<file path="src/rtl/fp16_div_arbiter.sv">
`default_nettype none
// ============================================================================
// Module   : fp16_div_arbiter
// Brief    : Round-robin arbiter sharing one fp16 divider among NUM_REQ
//            requesters, with divider-completion timeout.
// Revision : 1.0 - initial release
// ============================================================================
module fp16_div_arbiter #(
   parameter int NUM_REQ = 4,
   parameter int TIMEOUT = 64
) (
   input  logic                   clk,
   input  logic                   reset,
   input  logic [NUM_REQ-1:0]     req_valid,
   input  logic [NUM_REQ*16-1:0]  req_a,
   input  logic [NUM_REQ*16-1:0]  req_b,
   output logic [NUM_REQ-1:0]     req_ready,
   output logic [NUM_REQ-1:0]     rsp_valid,
   input  logic [NUM_REQ-1:0]     rsp_ready,
   output logic [15:0]            rsp_data,
   output logic                   rsp_timeout,
   output logic [15:0]            div_a,
   output logic [15:0]            div_b,
   output logic                   div_start,
   output logic                   div_clear,
   input  logic                   div_valid,
   input  logic [15:0]            div_result,
   output logic                   busy,
   output logic [15:0]            done_count
);

   localparam int c_IDX_W = (NUM_REQ > 1) ? $clog2(NUM_REQ) : 1;
   localparam int c_CNT_W = $clog2(TIMEOUT + 1);

   localparam logic [2:0] c_IDLE  = 3'd0;
   localparam logic [2:0] c_START = 3'd1;
   localparam logic [2:0] c_WAIT  = 3'd2;
   localparam logic [2:0] c_CLEAR = 3'd3;
   localparam logic [2:0] c_RESP  = 3'd4;

   localparam logic [15:0] c_QNAN = 16'h7E00;

   logic [2:0]          r_state;
   logic [c_IDX_W-1:0]  r_last_grant;
   logic [15:0]         r_op_a;
   logic [15:0]         r_op_b;
   logic [15:0]         r_rsp_data;
   logic                r_rsp_timeout;
   logic [15:0]         r_done_count;
   logic [c_CNT_W-1:0]  r_wait_cnt;

   logic                w_grant_found;
   logic [c_IDX_W-1:0]  w_grant_idx;
   logic [c_IDX_W-1:0]  w_cand;
   logic                w_rsp_hs;
   logic                w_wait_expired;

   // Round-robin search starting just after the previous winner, wrapping.
   always_comb begin
      w_grant_found = 1'b0;
      w_grant_idx   = r_last_grant;
      w_cand        = '0;
      for (int k = 1; k <= NUM_REQ; k++) begin
         w_cand = c_IDX_W'((int'(r_last_grant) + k) % NUM_REQ);
         if (!w_grant_found && req_valid[w_cand]) begin
            w_grant_found = 1'b1;
            w_grant_idx   = w_cand;
         end
      end
   end

   assign w_rsp_hs       = (r_state == c_RESP) && rsp_ready[r_last_grant];
   assign w_wait_expired = (r_wait_cnt == c_CNT_W'(TIMEOUT - 1));

   assign req_ready   = ((r_state == c_IDLE) && w_grant_found) ?
                        (NUM_REQ'(1) << w_grant_idx) : '0;
   assign rsp_valid   = (r_state == c_RESP) ? (NUM_REQ'(1) << r_last_grant) : '0;
   assign rsp_data    = r_rsp_data;
   assign rsp_timeout = r_rsp_timeout;
   assign div_a       = r_op_a;
   assign div_b       = r_op_b;
   assign div_start   = (r_state == c_START);
   assign div_clear   = (r_state == c_CLEAR);
   assign busy        = (r_state != c_IDLE);
   assign done_count  = r_done_count;

   always_ff @(posedge clk) begin
      if (reset) begin
         r_state       <= c_IDLE;
         r_last_grant  <= c_IDX_W'(NUM_REQ - 1);
         r_op_a        <= '0;
         r_op_b        <= '0;
         r_rsp_data    <= '0;
         r_rsp_timeout <= 1'b0;
         r_done_count  <= '0;
         r_wait_cnt    <= '0;
      end else begin
         case (r_state)
            c_IDLE: begin
               if (w_grant_found) begin
                  r_op_a       <= req_a[16*w_grant_idx +: 16];
                  r_op_b       <= req_b[16*w_grant_idx +: 16];
                  r_last_grant <= w_grant_idx;
                  r_state      <= c_START;
               end
            end
            c_START: begin
               r_wait_cnt <= '0;
               r_state    <= c_WAIT;
            end
            c_WAIT: begin
               r_wait_cnt <= r_wait_cnt + c_CNT_W'(1);
               // A result arriving on the last allowed cycle beats the timeout.
               if (div_valid) begin
                  r_rsp_data    <= div_result;
                  r_rsp_timeout <= 1'b0;
                  r_state       <= c_CLEAR;
               end else if (w_wait_expired) begin
                  r_rsp_data    <= c_QNAN;
                  r_rsp_timeout <= 1'b1;
                  r_state       <= c_CLEAR;
               end
            end
            c_CLEAR: begin
               r_state <= c_RESP;
            end
            c_RESP: begin
               if (w_rsp_hs) begin
                  r_done_count <= r_done_count + 16'd1;
                  r_state      <= c_IDLE;
               end
            end
            default: begin
               r_state <= c_IDLE;
            end
         endcase
      end
   end

endmodule
`default_nettype wire

</file>
<file path="config.mk">
export PLATFORM = sky130hd
export DESIGN_NAME = fp16_div_arbiter
export DESIGN_NICKNAME = d
export VERILOG_FILES = /design/src/rtl/fp16_div_arbiter.sv
export SDC_FILE = /design/constraint.sdc
export NUM_CORES = 1
export LEC_CHECK = 0
export ABC_AREA = 0
export CORE_MARGIN = 10
export CORE_UTILIZATION = 40
export CTS_CLUSTER_DIAMETER = 150
export DETAILED_ROUTE_END_ITERATION = 16
export PLACE_DENSITY = 0.94
export SYNTH_ARGS = -nofsm -noshare
export SYNTH_HDL_FRONTEND = slang
export SYNTH_SLANG_ARGS = --single-unit
</file>
<file path="constraint.sdc">
create_clock -name clk -period 6.96 [get_ports clk]
set_input_delay 1.392 -clock clk [delete_from_list [all_inputs] [get_ports clk]]
set_output_delay 1.392 -clock clk [all_outputs]
set_load 0.05 [all_outputs]
</file>
==> metrics.txt <==
status=complete, no violations; Final #Nets=829; clock root buffer master=clkbuf_8; library cells used by synthesis=48; drt first pass iters=4; startpoint types=primary input; drt wl/cell=about 19 um; cell area after synthesis=0.004293 mm^2; CTS tree=built; vias in the first global route=4676; GR Util All Layers=0.1970; Pins Over Slew Limit=0; die area=around 0.015 mm^2; WP data required=~5.6 ns; leading area contributor after synthesis=dfxtp_1; row count=37; post-cts resize count=0; cells on worst reg2reg path=9; DRC Markers=0; P&R area growth vs syn=58.90%; largest net degree at the start of global routing=65; sw frac=0.4183; Worst Setup EP=req_ready[1]; clock share of power=0.177; clk sinks=slightly below 80; Top Ports=between 200 and 250; depth of the CTS H-tree=3; Setup Crit Path Kind=in -> out; Reg power frac=0.282; hold_ws=0.4856 ns; asr flop ratio synth=0; Synth Register Bits=77; Slew @ Worst Pin=1.018 ns; initial antenna violation count=0; via density per instance=5.331; hold crit path type=reg -> reg; Hold-fix buffers, CTS=0; Worst-Skew Late Latency=0.35 ns; Tcrit/Tclk final=0.7812; Crit Path Max Fanout=10; Synth Instances=about 460; RR Endpoint=div_b[11]; Reg2Reg Setup Slack=3.53 ns; WL final=~16 mm; Final Power=between 2000 and 2500 uW; Die W=123.6 um; RSZ-0062 raised after global routing=no; Worst-path clk slew=0.07 ns; die height=between 100 and 150 um; clk_skew=0.01216 ns; Overflow after GRT=0; Power per Cell Area=297.2 mW/mm^2; max_cap viols=0; antenna-violating nets left=0; initial core utilization=0.4140; EDFF count, synth=0; DRT iter0 DRCs=361; port bufs=230; total negative slack=0 ns; # setup viols final=0; Primary FF master, synth=dfxtp_1; Post-CTS Repair Setup Buffers=0; P_int=around 1200 uW; Gate power share=0.540; VDD IR max=approximately 0.23 mV; leading cell types by count after synthesis=mux2i_1, dfxtp_1, nor2_1; post-synth net total=617; reg2reg start=r_last_grant[0]; Synth warnings=0; Fin. Hold Viols=0; Critical Path AT=4.04 ns; # diodes=0; leading cell type by number of instances after synthesis=mux2i_1; GPL Wtd Cong=0.9073; TritonCTS Buffers=9; Switch Pwr=~850 uW; first-pass GRT wire length=24.03 mm; Yosys top cell area share=0.3591; Avg Cell Area, Syn=about 9.4 um^2; register area share after synthesis=0.3591; Critical Path Source=req_valid[1]; Slew headroom=0.3216; Achievable Freq=0.1839 GHz; core area=0.01037 mm^2; Synth area leaders=dfxtp_1, mux2i_1, a22o_1; share of layout cells above drive strength 1=0.03863; Clock Path Buffers=2; DP Wirelength=13.03 mm; DR vias=4313; Lkg Pwr=around 0.0028 uW; fin crit period=5.437 ns; crit end category=output port
flip-flops by register name, indices dropped and copies added (netlist names):
name and count:
r_last_grant 2, done_count 16, div_b 16, rsp_timeout 1, rsp_data 16, r_wait_cnt 7, r_state 3, div_a 16
stage by stage:
stage / std cells / instance area (um^2) / util / setup slack [ns]
after floorplan: 456 / 4293 / - / 1.726
after global placement: 793 / 6614 / 0.6378 / 1.647
after detailed placement: 793 / 6614 / 0.6378 / 1.544
after CTS: 809 / 6822 / 0.6578 / 1.534
after global routing: 809 / 6822 / 0.6578 / 1.367
final: 809 / 6822 / 0.6578 / 1.523
metal layers:
metal	share of wire	up-vias	track usage
met4	0.016	0	0.06114
met1	0.36	2016	0.2044
met5	0	-	0
li1	-	2080	-
met2	0.51	199	0.3480
met3	0.12	18	0.08959
cell type report:
| cell class | instances | area, um^2 |
|---|---|---|
| Clock buffer | 12 | 135.1 |
| Clock inverter | 4 | 72.57 |
| Fill cell | 788 | 3548 |
| Inverter | 7 | 26.28 |
| Multi-Input combinational cell | 338 | 2536 |
| Sequential cell | 77 | 1541 |
| Tap cell | 136 | 170.2 |
| Timing Repair Buffer | 235 | 2340 |
worst min path at each step:
stage	from	endpoint	slack, ns	cells past startpoint
CTS	div_b[12]	div_b[12]	0.49	1
finish	div_b[12]	div_b[12]	0.49	1
floorplan	r_wait_cnt[6]	r_wait_cnt[6]	0.47	2
global placement	div_b[9]	div_b[9]	0.46	1
global route	div_a[9]	div_a[9]	0.50	1
detailed placement	div_b[12]	div_b[12]	0.47	1
placed cells by master, fill, tap and decap left out, types with 6 or more instances in the layout:
master and instances:
nand2_1 13, nand3_1 6, nor3_1 14, nand4_1 6, dfxtp_1 77, nor2b_1 7, mux2i_1 100, xor2_1 9
nor2_1 58, o21ai_0 11, a21oi_1 8, ha_1 6, inv_1 6, a22oi_1 11, and3_1 8, clkdlybuf4s50_1 230
a22o_1 33, clkbuf_8 9
worst max-delay path, cell delays in order:
cell and delay (ns):
clkdlybuf4s50_1 0.67, or3b_1 0.40, o32ai_1 0.14, o22ai_1 0.18
a31oi_4 0.20, nor3b_1 0.22, clkdlybuf4s50_1 0.84
cell families after synthesis:
kind of cell               share of synthesized area
muxes                                         0.2472
xor gates and xnor gates                     0.02856
AOI/OAI and AO/OA                             0.1449
buffers and inverters                        0.05479
adders and majority gates                    0.01749
and+or+nand+nor                               0.1481
DFF                                           0.3591
power groups by stage:
stage	registers, uW	clock network, uW	logic, uW
after global routing	583	387	1160
final	573	360	1100
after floorplan	787	0	572
after global placement	576	0	1080
after CTS	572	368	1100
after detailed placement	580	0	1100
Power figures use the tool's default switching activity.
